==> src/rtl/mem_arbiter.sv <==
// Byte-serial arbiter sharing one RAM/IO port between instruction fetches and data loads/stores.
// Optional MEM_ARB_ROUND_ROBIN_EN: alternate grants when both sides wait in IDLE (default: data first).
module mem_arbiter #(
  parameter int         ADDR_WIDTH   = 32,
  parameter logic [1:0] IO_ADDR_BITS = 2'b11
) (
  input  logic                  clockIn,
  input  logic                  resetIn,
  input  logic                  instrReq,
  input  logic [ADDR_WIDTH-1:0] instrAddr,
  output logic                  instrValid,
  output logic [31:0]           instrOut,
  input  logic                  flushIn,
  input  logic [1:0]            accessType,
  input  logic                  readWriteIn,
  input  logic [ADDR_WIDTH-1:0] dataAddr,
  input  logic [31:0]           dataIn,
  output logic                  dataValid,
  output logic [31:0]           dataOut,
  output logic                  dataWriteSuc,
  input  logic [7:0]            memIn,
  output logic [7:0]            memOut,
  output logic [ADDR_WIDTH-1:0] memAddr,
  output logic                  memWrite,
  input  logic                  ioBufferFull
);

  typedef enum logic [1:0] {IDLE, READ, WRITE, DONE} state_t;

  function automatic logic [2:0] byte_count(input logic [1:0] t);
    case (t)
      2'b01:   byte_count = 3'd1;
      2'b10:   byte_count = 3'd2;
      default: byte_count = 3'd4;
    endcase
  endfunction

  function automatic logic is_io(input logic [ADDR_WIDTH-1:0] a);
    is_io = (a[17:16] == IO_ADDR_BITS);
  endfunction

  state_t                state_q, state_d;
  logic                  pend_q, pend_d;
  logic [1:0]            lat_type_q, lat_type_d;
  logic                  lat_rw_q, lat_rw_d;
  logic [ADDR_WIDTH-1:0] lat_addr_q, lat_addr_d;
  logic [31:0]           lat_data_q, lat_data_d;
  logic [ADDR_WIDTH-1:0] base_q, base_d;
  logic [31:0]           wdata_q, wdata_d;
  logic [31:0]           word_q, word_d;
  logic [2:0]            n_q, n_d;
  logic [2:0]            cnt_q, cnt_d;
  logic                  instr_side_q, instr_side_d;
  logic                  instr_valid_q, instr_valid_d;
  logic [31:0]           instr_out_q, instr_out_d;
  logic                  data_valid_q, data_valid_d;
  logic [31:0]           data_out_q, data_out_d;
  logic                  wr_suc_q, wr_suc_d;
  logic [7:0]            mem_out_q, mem_out_d;
  logic [ADDR_WIDTH-1:0] mem_addr_q, mem_addr_d;
  logic                  mem_write_q, mem_write_d;

  // Effective data request: the latched one wins, otherwise a request arriving this cycle.
  logic                  new_req;
  logic                  data_avail, instr_avail, prefer_data;
  logic                  grant_data, grant_instr;
  logic [1:0]            req_type;
  logic                  req_rw;
  logic [ADDR_WIDTH-1:0] req_addr;
  logic [31:0]           req_data;

  assign new_req     = (accessType != 2'b00);
  assign data_avail  = pend_q | new_req;
  assign instr_avail = instrReq & ~flushIn;

`ifdef MEM_ARB_ROUND_ROBIN_EN
  logic last_instr_q, last_instr_d;
  assign prefer_data = last_instr_q;
`else
  assign prefer_data = 1'b1;
`endif

  assign grant_data  = data_avail & (prefer_data | ~instr_avail);
  assign grant_instr = instr_avail & ~grant_data;

  always_comb begin
    if (pend_q) begin
      req_type = lat_type_q;
      req_rw   = lat_rw_q;
      req_addr = lat_addr_q;
      req_data = lat_data_q;
    end else begin
      req_type = accessType;
      req_rw   = readWriteIn;
      req_addr = dataAddr;
      req_data = dataIn;
    end
  end

  // Byte lanes: read capture merges memIn into lane cnt-1; writes pick lane cnt.
  genvar gi;
  logic [31:0] merged_word;
  logic [7:0]  wr_bytes [4];
  generate
    for (gi = 0; gi < 4; gi++) begin : g_lane
      assign merged_word[gi*8 +: 8] = (cnt_q == 3'(gi + 1)) ? memIn : word_q[gi*8 +: 8];
      assign wr_bytes[gi]           = wdata_q[gi*8 +: 8];
    end
  endgenerate

  logic io_stall;
  assign io_stall = is_io(base_q) & ioBufferFull;

  always_comb begin
    state_d       = state_q;
    pend_d        = pend_q;
    lat_type_d    = lat_type_q;
    lat_rw_d      = lat_rw_q;
    lat_addr_d    = lat_addr_q;
    lat_data_d    = lat_data_q;
    base_d        = base_q;
    wdata_d       = wdata_q;
    word_d        = word_q;
    n_d           = n_q;
    cnt_d         = cnt_q;
    instr_side_d  = instr_side_q;
    instr_valid_d = 1'b0;
    instr_out_d   = instr_out_q;
    data_valid_d  = 1'b0;
    data_out_d    = data_out_q;
    wr_suc_d      = 1'b0;
    mem_out_d     = mem_out_q;
    mem_addr_d    = mem_addr_q;
    mem_write_d   = mem_write_q;
`ifdef MEM_ARB_ROUND_ROBIN_EN
    last_instr_d  = last_instr_q;
`endif

    // A request while one is already pending is dropped.
    if (new_req && !pend_q) begin
      lat_type_d = accessType;
      lat_rw_d   = readWriteIn;
      lat_addr_d = dataAddr;
      lat_data_d = dataIn;
      pend_d     = 1'b1;
    end

    case (state_q)
      IDLE: begin
        if (grant_data) begin
          pend_d       = 1'b0;
          base_d       = req_addr;
          wdata_d      = req_data;
          word_d       = 32'd0;
          n_d          = byte_count(req_type);
          instr_side_d = 1'b0;
`ifdef MEM_ARB_ROUND_ROBIN_EN
          last_instr_d = 1'b0;
`endif
          if (req_rw) begin
            state_d     = READ;
            mem_addr_d  = req_addr;
            mem_write_d = 1'b0;
            cnt_d       = 3'd1;
          end else if (is_io(req_addr) && ioBufferFull) begin
            state_d     = WRITE;
            mem_write_d = 1'b0;
            cnt_d       = 3'd0;
          end else begin
            state_d     = WRITE;
            mem_addr_d  = req_addr;
            mem_out_d   = req_data[7:0];
            mem_write_d = 1'b1;
            cnt_d       = 3'd1;
          end
        end else if (grant_instr) begin
          state_d      = READ;
          base_d       = instrAddr;
          word_d       = 32'd0;
          n_d          = 3'd4;
          instr_side_d = 1'b1;
          mem_addr_d   = instrAddr;
          mem_write_d  = 1'b0;
          cnt_d        = 3'd1;
`ifdef MEM_ARB_ROUND_ROBIN_EN
          last_instr_d = 1'b1;
`endif
        end
      end

      READ: begin
        if (instr_side_q && flushIn) begin
          state_d     = IDLE;
          mem_write_d = 1'b0;
        end else begin
          word_d = merged_word;
          if (cnt_q == n_q) begin
            state_d = DONE;
            if (instr_side_q) begin
              instr_valid_d = 1'b1;
              instr_out_d   = merged_word;
            end else begin
              data_valid_d = 1'b1;
              data_out_d   = merged_word;
            end
          end else begin
            mem_addr_d = base_q + ADDR_WIDTH'(cnt_q);
            cnt_d      = cnt_q + 3'd1;
          end
        end
      end

      WRITE: begin
        if (cnt_q == n_q) begin
          state_d     = DONE;
          mem_write_d = 1'b0;
          wr_suc_d    = 1'b1;
        end else if (io_stall) begin
          mem_write_d = 1'b0;
        end else begin
          mem_addr_d  = base_q + ADDR_WIDTH'(cnt_q);
          mem_out_d   = wr_bytes[cnt_q[1:0]];
          mem_write_d = 1'b1;
          cnt_d       = cnt_q + 3'd1;
        end
      end

      default: begin
        state_d     = IDLE;
        mem_write_d = 1'b0;
      end
    endcase
  end

  always_ff @(posedge clockIn) begin
    if (resetIn) begin
      state_q       <= IDLE;
      pend_q        <= 1'b0;
      lat_type_q    <= 2'b00;
      lat_rw_q      <= 1'b0;
      lat_addr_q    <= '0;
      lat_data_q    <= 32'd0;
      base_q        <= '0;
      wdata_q       <= 32'd0;
      word_q        <= 32'd0;
      n_q           <= 3'd0;
      cnt_q         <= 3'd0;
      instr_side_q  <= 1'b0;
      instr_valid_q <= 1'b0;
      instr_out_q   <= 32'd0;
      data_valid_q  <= 1'b0;
      data_out_q    <= 32'd0;
      wr_suc_q      <= 1'b0;
      mem_out_q     <= 8'd0;
      mem_addr_q    <= '0;
      mem_write_q   <= 1'b0;
`ifdef MEM_ARB_ROUND_ROBIN_EN
      last_instr_q  <= 1'b1;
`endif
    end else begin
      state_q       <= state_d;
      pend_q        <= pend_d;
      lat_type_q    <= lat_type_d;
      lat_rw_q      <= lat_rw_d;
      lat_addr_q    <= lat_addr_d;
      lat_data_q    <= lat_data_d;
      base_q        <= base_d;
      wdata_q       <= wdata_d;
      word_q        <= word_d;
      n_q           <= n_d;
      cnt_q         <= cnt_d;
      instr_side_q  <= instr_side_d;
      instr_valid_q <= instr_valid_d;
      instr_out_q   <= instr_out_d;
      data_valid_q  <= data_valid_d;
      data_out_q    <= data_out_d;
      wr_suc_q      <= wr_suc_d;
      mem_out_q     <= mem_out_d;
      mem_addr_q    <= mem_addr_d;
      mem_write_q   <= mem_write_d;
`ifdef MEM_ARB_ROUND_ROBIN_EN
      last_instr_q  <= last_instr_d;
`endif
    end
  end

  assign instrValid   = instr_valid_q;
  assign instrOut     = instr_out_q;
  assign dataValid    = data_valid_q;
  assign dataOut      = data_out_q;
  assign dataWriteSuc = wr_suc_q;
  assign memOut       = mem_out_q;
  assign memAddr      = mem_addr_q;
  assign memWrite     = mem_write_q;

endmodule

==> config.mk <==
export PLATFORM = sky130hd
export DESIGN_NAME = mem_arbiter
export DESIGN_NICKNAME = d
export VERILOG_FILES = /design/src/rtl/mem_arbiter.sv
export SDC_FILE = /design/constraint.sdc
export NUM_CORES = 1
export LEC_CHECK = 0
export ABC_AREA = 1
export BUFFER_PORTS_ARGS = -buffer_cell sky130_fd_sc_hd__buf_2
export CORE_ASPECT_RATIO = 1.5
export CORE_MARGIN = 4
export CORE_UTILIZATION = 38
export CTS_CLUSTER_SIZE = 40
export DETAILED_ROUTE_END_ITERATION = 6
export PLACE_DENSITY = 0.61
export SYNTH_ARGS = -nofsm -noshare
export SYNTH_HDL_FRONTEND = slang
export SYNTH_SLANG_ARGS = --single-unit
==> constraint.sdc <==
create_clock -name clockIn -period 3.6 [get_ports clockIn]
set_input_delay 0.36 -clock clockIn [delete_from_list [all_inputs] [get_ports clockIn]]
set_output_delay 0.36 -clock clockIn [all_outputs]
set_load 0.03 [all_outputs]
After elaboration in Yosys (flattened, before gate mapping)
Index checks and enable logic that the tools add are counted.

storage, ports and cells
  register bits after elaboration = 281

operators by class
  add/subtract/negate cells = 2
  $lt $le $gt $ge = 1
  eq/ne operators = 21
  muxes and demuxes = 65
  bitwise operators = 12
  reductions and logical operators = 21

operator list
  operator                                                         number
  32-bit two-way mux                                               14
  32-bit case mux with 3 select lines                              1
  8-bit two-way mux                                                11
  32-bit case mux with 2 select lines                              1
  32-bit by 3-bit adder with 32-bit output                         1
  3-bit two-way mux                                                8
  1-bit two-way mux                                                18
  8-bit binary-select mux with 2-bit select                        1
  2-bit != test, second input constant                             8
  8-bit case mux with 2 select lines                               1
  2-bit two-way mux                                                6
  6-bit AND reduction                                              2
  3-bit case mux with 3 select lines                               1
  2-bit == test, second input constant                             4
  4-bit AND reduction                                              2
  2-bit nonzero test                                               4
  1-bit inverter                                                   7
  7-bit AND reduction                                              1
  3-bit by 2-bit == test with 1-bit output, second input constant  2
  2-bit case mux with 3 select lines                               1
  3-bit case mux with 2 select lines                               1
  2-bit AND reduction                                              3
  2-bit by 1-bit == test with 1-bit output, second input constant  2
  4-bit != test, second input constant                             1
  17 further kinds                                                 21

Longest topological paths before layout
  depth after elaboration = 7
  gate-level depth with buffers = 12
  mapped depth without buffers = 12

Least setup slack after synthesis
OpenSTA, ideal clock, no wires.

  path kind = register to register
  start = reg cnt_q[0]
  end = reg data_out_q[29], in the netlist dataOut[29]
  arrival = 1.823 ns
  required time = 3.530 ns
  setup slack = 1.706 ns
  cell stages (with the launch flop) = 10
  buffers on the path = 3
  period minus slack after synthesis = 1.894 ns
  cells stage by stage = dfxtp_1 buf_4 inv_4 clkbuf_1 ha_1 nand2_1 clkbuf_1 o21ai_0 nand3_1 a21oi_1

on the way
  cells in the longest elaborated chain, start to end = 2

RTL lines
  element                                                                    RTL line  text
  from (decl)                                                                52        logic [2:0] cnt_q, cnt_d;
  from (signal assigned)                                                     271       cnt_q <= cnt_d;
  3-bit == test, on equally long branches                                    197, 106
  4-bit AND reduction (no source line) or 8-bit two-way mux (tied branches)  -
  to (signal assigned)                                                       276       data_out_q <= data_out_d;
  to (decl)                                                                  57        logic [31:0] data_out_q, data_out_d;

Several ways; a longest one is shown, not always the timed one.
A chain may end at the register's enable or synchronous reset.

Final worst setup path
  start = reg cnt_q[1]
  end = reg mem_addr_q[17], in the netlist memAddr[17]

on the way
  cells in the longest elaborated chain, start to end = 4

RTL lines
  element                                       RTL line  text
  32-bit by 3-bit adder with 32-bit output      207, 221
  32-bit two-way mux, on equally long branches  218, 197
  32-bit two-way mux, on equally long branches  214, 192
  32-bit case mux with 3 select lines           148       case (state_q)
  to (signal assigned)                          279       mem_addr_q <= mem_addr_d;
  to (decl)                                     60        logic [ADDR_WIDTH-1:0] mem_addr_q, mem_addr_d;

Several ways; a longest one is shown, not always the timed one. The select of a mux whose other input is x is not followed.

==> impl_results.md <==
* Result of the run: completed
* CORE AREA at roughly 34000 sq um
* Synth-to-layout area growth at 17.0%
* Pre-antenna DRT Iters at 5
* Number of buffers on the longest clock path at 3
* CTS tree: built
* Kind of capture point of the worst setup path: flop
* Synthesized net count at 2001
* Fin util at 45.2%
* Inst Count DP at roughly 2400
* Final hold violation count at 0
* Latest clock arrival within the worst-skew pair at about 0.57 ns
* Number of global-route vias before repair at between 10000 and 15000
* First-pass GRT wire length at 64.6 mm
* Worst-case setup slack after placement at between 0.9 and 1 ns
* Port bufs at around 220
* Reg area at about 5600 sq um
* Flops & latches, synth at 281
* Share of async-settable or async-resettable flops after synthesis at 0%
* Rel. slew slack at around 45%
* # setup viols final at 0
* Library cell with the largest summed area after synthesis: dfxtp_1
* Post-Synthesis Cell Area at roughly 13000 sq um
* Average cell area after synthesis at around 6.9 sq um
* Leading register cell type out of synthesis: dfxtp_1
* Placed wire-length estimate after detailed placement at around 28 mm
* Fmax achieved at 373 MHz
* Number of enable flip-flop cells after synthesis at 0
* Hold slack at between 0.04 and 0.05 ns
* Number of standard-cell rows in the floorplan at ~80
* 1st-iter DRT viols at 886
* Number of top-level pins at 220
* Total of max-cap violations at 0
* Level count of the clock H-tree at 1
* Final Max Tran Viols at 0
* Biggest area contributors in the synthesized netlist: dfxtp_1, nand2_1, a21oi_1, o21ai_0, nand3_1
* Clock Skew at 0.0192 ns
* DIE HEIGHT at 234 um
* Vias per std cell at about 5.1
* Yosys warning count at 0
* Clock input transition at the sequential cells of the worst setup and hold paths at about 0.070 ns
* Root buf cell: clkbuf_16
* Post-layout min period at ~2.7 ns
* Inserted Clock Buffers at 28
* Drt total wl at 40.5 mm
* P_leak at approximately 0.0064 uW
* Antenna violations before repair at 2
* Resize count post-CTS at 0
* Pin slew with the least headroom to its limit at slightly above 0.8 ns
* Setup CP Type: flop to flop
* Non-filler cells, final at approximately 2500
* Die width at approximately 160 um
* Proportion of layout cells with a drive suffix above 1 at between 10% and 20%
* Average wire length per cell after detail routing at around 16 um
* Number of library cell types mapped by synthesis at between 40 and 50
* Area of the die at between 30000 and 40000 sq um
* Number of inserted diodes at 0
* Launching element type of the critical path: flop
* Number of routed nets with antenna violations at 0
* Number of vias after detailed routing at 12700
* Areal power density over the cells at approximately 840 nW/um^2
* Number of standard cells after synthesis at 1873
* Worst hold path class: input port to flop
* Post-cts hold buffer count at 0
* Postcts setup bufs at 0
* TNS Setup at 0 ns
* Cell types with the highest counts after synthesis: nand2_1, dfxtp_1, a21oi_1
* Fill cells at 3458
* Remaining Overflow, GRT at 0
* Number of sinks on the clock net at approximately 280
* Fraction of synthesized cell area taken by the top area cell type at a little over two fifths
* Flop-to-flop setup slack at roughly 0.9 ns
* RSZ-0062 raised after global routing: no
* Final weighted congestion in routability-driven placement at between 0.9 and 1
* Setup slack of the critical path after layout at around 0.92 ns
* Period utilisation layout at around 75%
* Count of unresolved DRC violations after routing at 0
* Initial Util at 38.6%
* Nets@finish at 2152
* Post-synthesis sequential area ratio at approximately 43%
* Total Routing Usage GR at between 20% and 30%
* Crit path max fanout at 35
* Multi-input combinational cell area at ~6300 sq um
* Count leader, synth: nand2_1
* Worst path required time at 4.07 ns
* Largest net degree at the start of global routing at around 150
* Worst Path Arrival at 3.16 ns
* Max VDD drop at 0.432 mV
==> report_power, final <==
group | internal [uW] | total [uW] | switching [uW] | leakage (uW)
registers | 3820 | 4360 | 540 | 0.00231
logic | 1580 | 5360 | 3770 | 0.00363
clock network | 1750 | 3030 | 1280 | 0.000465
==> registers in the layout, indices dropped and copies added, names as in the netlist, 2 cells and up <==
| name | cells |
|---|---|
| base_q | 32 |
| memAddr | 32 |
| lat_addr_q | 32 |
| lat_type_q | 2 |
| lat_data_q | 32 |
| wdata_q | 32 |
| cnt_q | 3 |
| word_q | 32 |
| n_q | 3 |
| instrOut | 32 |
| memOut | 8 |
| state_q | 2 |
| dataOut | 32 |
==> per-layer routing <==
layer  routed length [um]  track usage, %  up-vias
li1                     -               -     6418
met3                 2250            3.15       54
met5                   22               0        -
met2                19600            37.5      368
met4                  804            5.59        4
met1                17800            26.7     5816
==> cells in the final DEF, fill, tap and decap left out, types with 20 or more instances in the layout <==
| cell type | count |
|---|---|
| nand2_1 | 535 |
| o21ai_1 | 34 |
| clkbuf_16 | 28 |
| a21oi_1 | 247 |
| dfxtp_1 | 280 |
| nor2_1 | 151 |
| buf_2 | 218 |
| a31oi_1 | 25 |
| o21ai_0 | 148 |
| nand3_1 | 116 |
| buf_4 | 20 |
| inv_1 | 120 |
==> through the flow <==
step / total power, uW / instance area (sq um)
2_1_floorplan: 8270 / 12900
3_3_place_gp: 9710 / 14200
3_5_place_dp: 9800 / 14200
4_1_cts: 12900 / 15200
5_1_grt: 13700 / 15200
6_report: 12700 / 15200
==> critical path: stages (launching register included) <==
cell and delay [ns]:
dfxtp_1 0.71, inv_2 0.23, nand2_1 0.10, nand2_1 0.06
nor2_2 0.18, nand2_4 0.11, nor2_8 0.11, buf_4 0.36
nor2_2 0.11, nand3_4 0.32, nand2_1 0.09, a21oi_1 0.17
==> final cells by class <==
| type | count | area share, % |
|---|---|---|
| Multi-Input combinational cell | 1343 | 41.3 |
| Sequential cell | 281 | 37.1 |
| Clock buffer | 42 | 5.50 |
| Tap cell | 420 | 3.47 |
| Inverter | 129 | 3.21 |
| Timing Repair Buffer | 241 | 8.59 |
| Clock inverter | 10 | 0.793 |
==> final timing paths <==
check                                        startpoint                          to  cells after the start
worst max register to register    cnt_q[1]$_SDFFE_PP0P_    memAddr[17]$_SDFFE_PP0P_                     11
worst max-delay path              cnt_q[1]$_SDFFE_PP0P_    memAddr[17]$_SDFFE_PP0P_                     11
worst min-delay path                          dataIn[0]  lat_data_q[0]$_SDFFE_PP0P_                      3
worst min register to register  memAddr[1]$_SDFFE_PP0P_     memAddr[1]$_SDFFE_PP0P_                      2
==> logic make-up after synthesis <==
kind of cell / synth area share, %
simple gates: 26.7
compound gates: 19.4
flops: 43.4
buf+inv: 8.39
fa+ha+maj: 1.60
xor+xnor: 0.271
mux: 0.232
(Power assumes the default switching activity.)
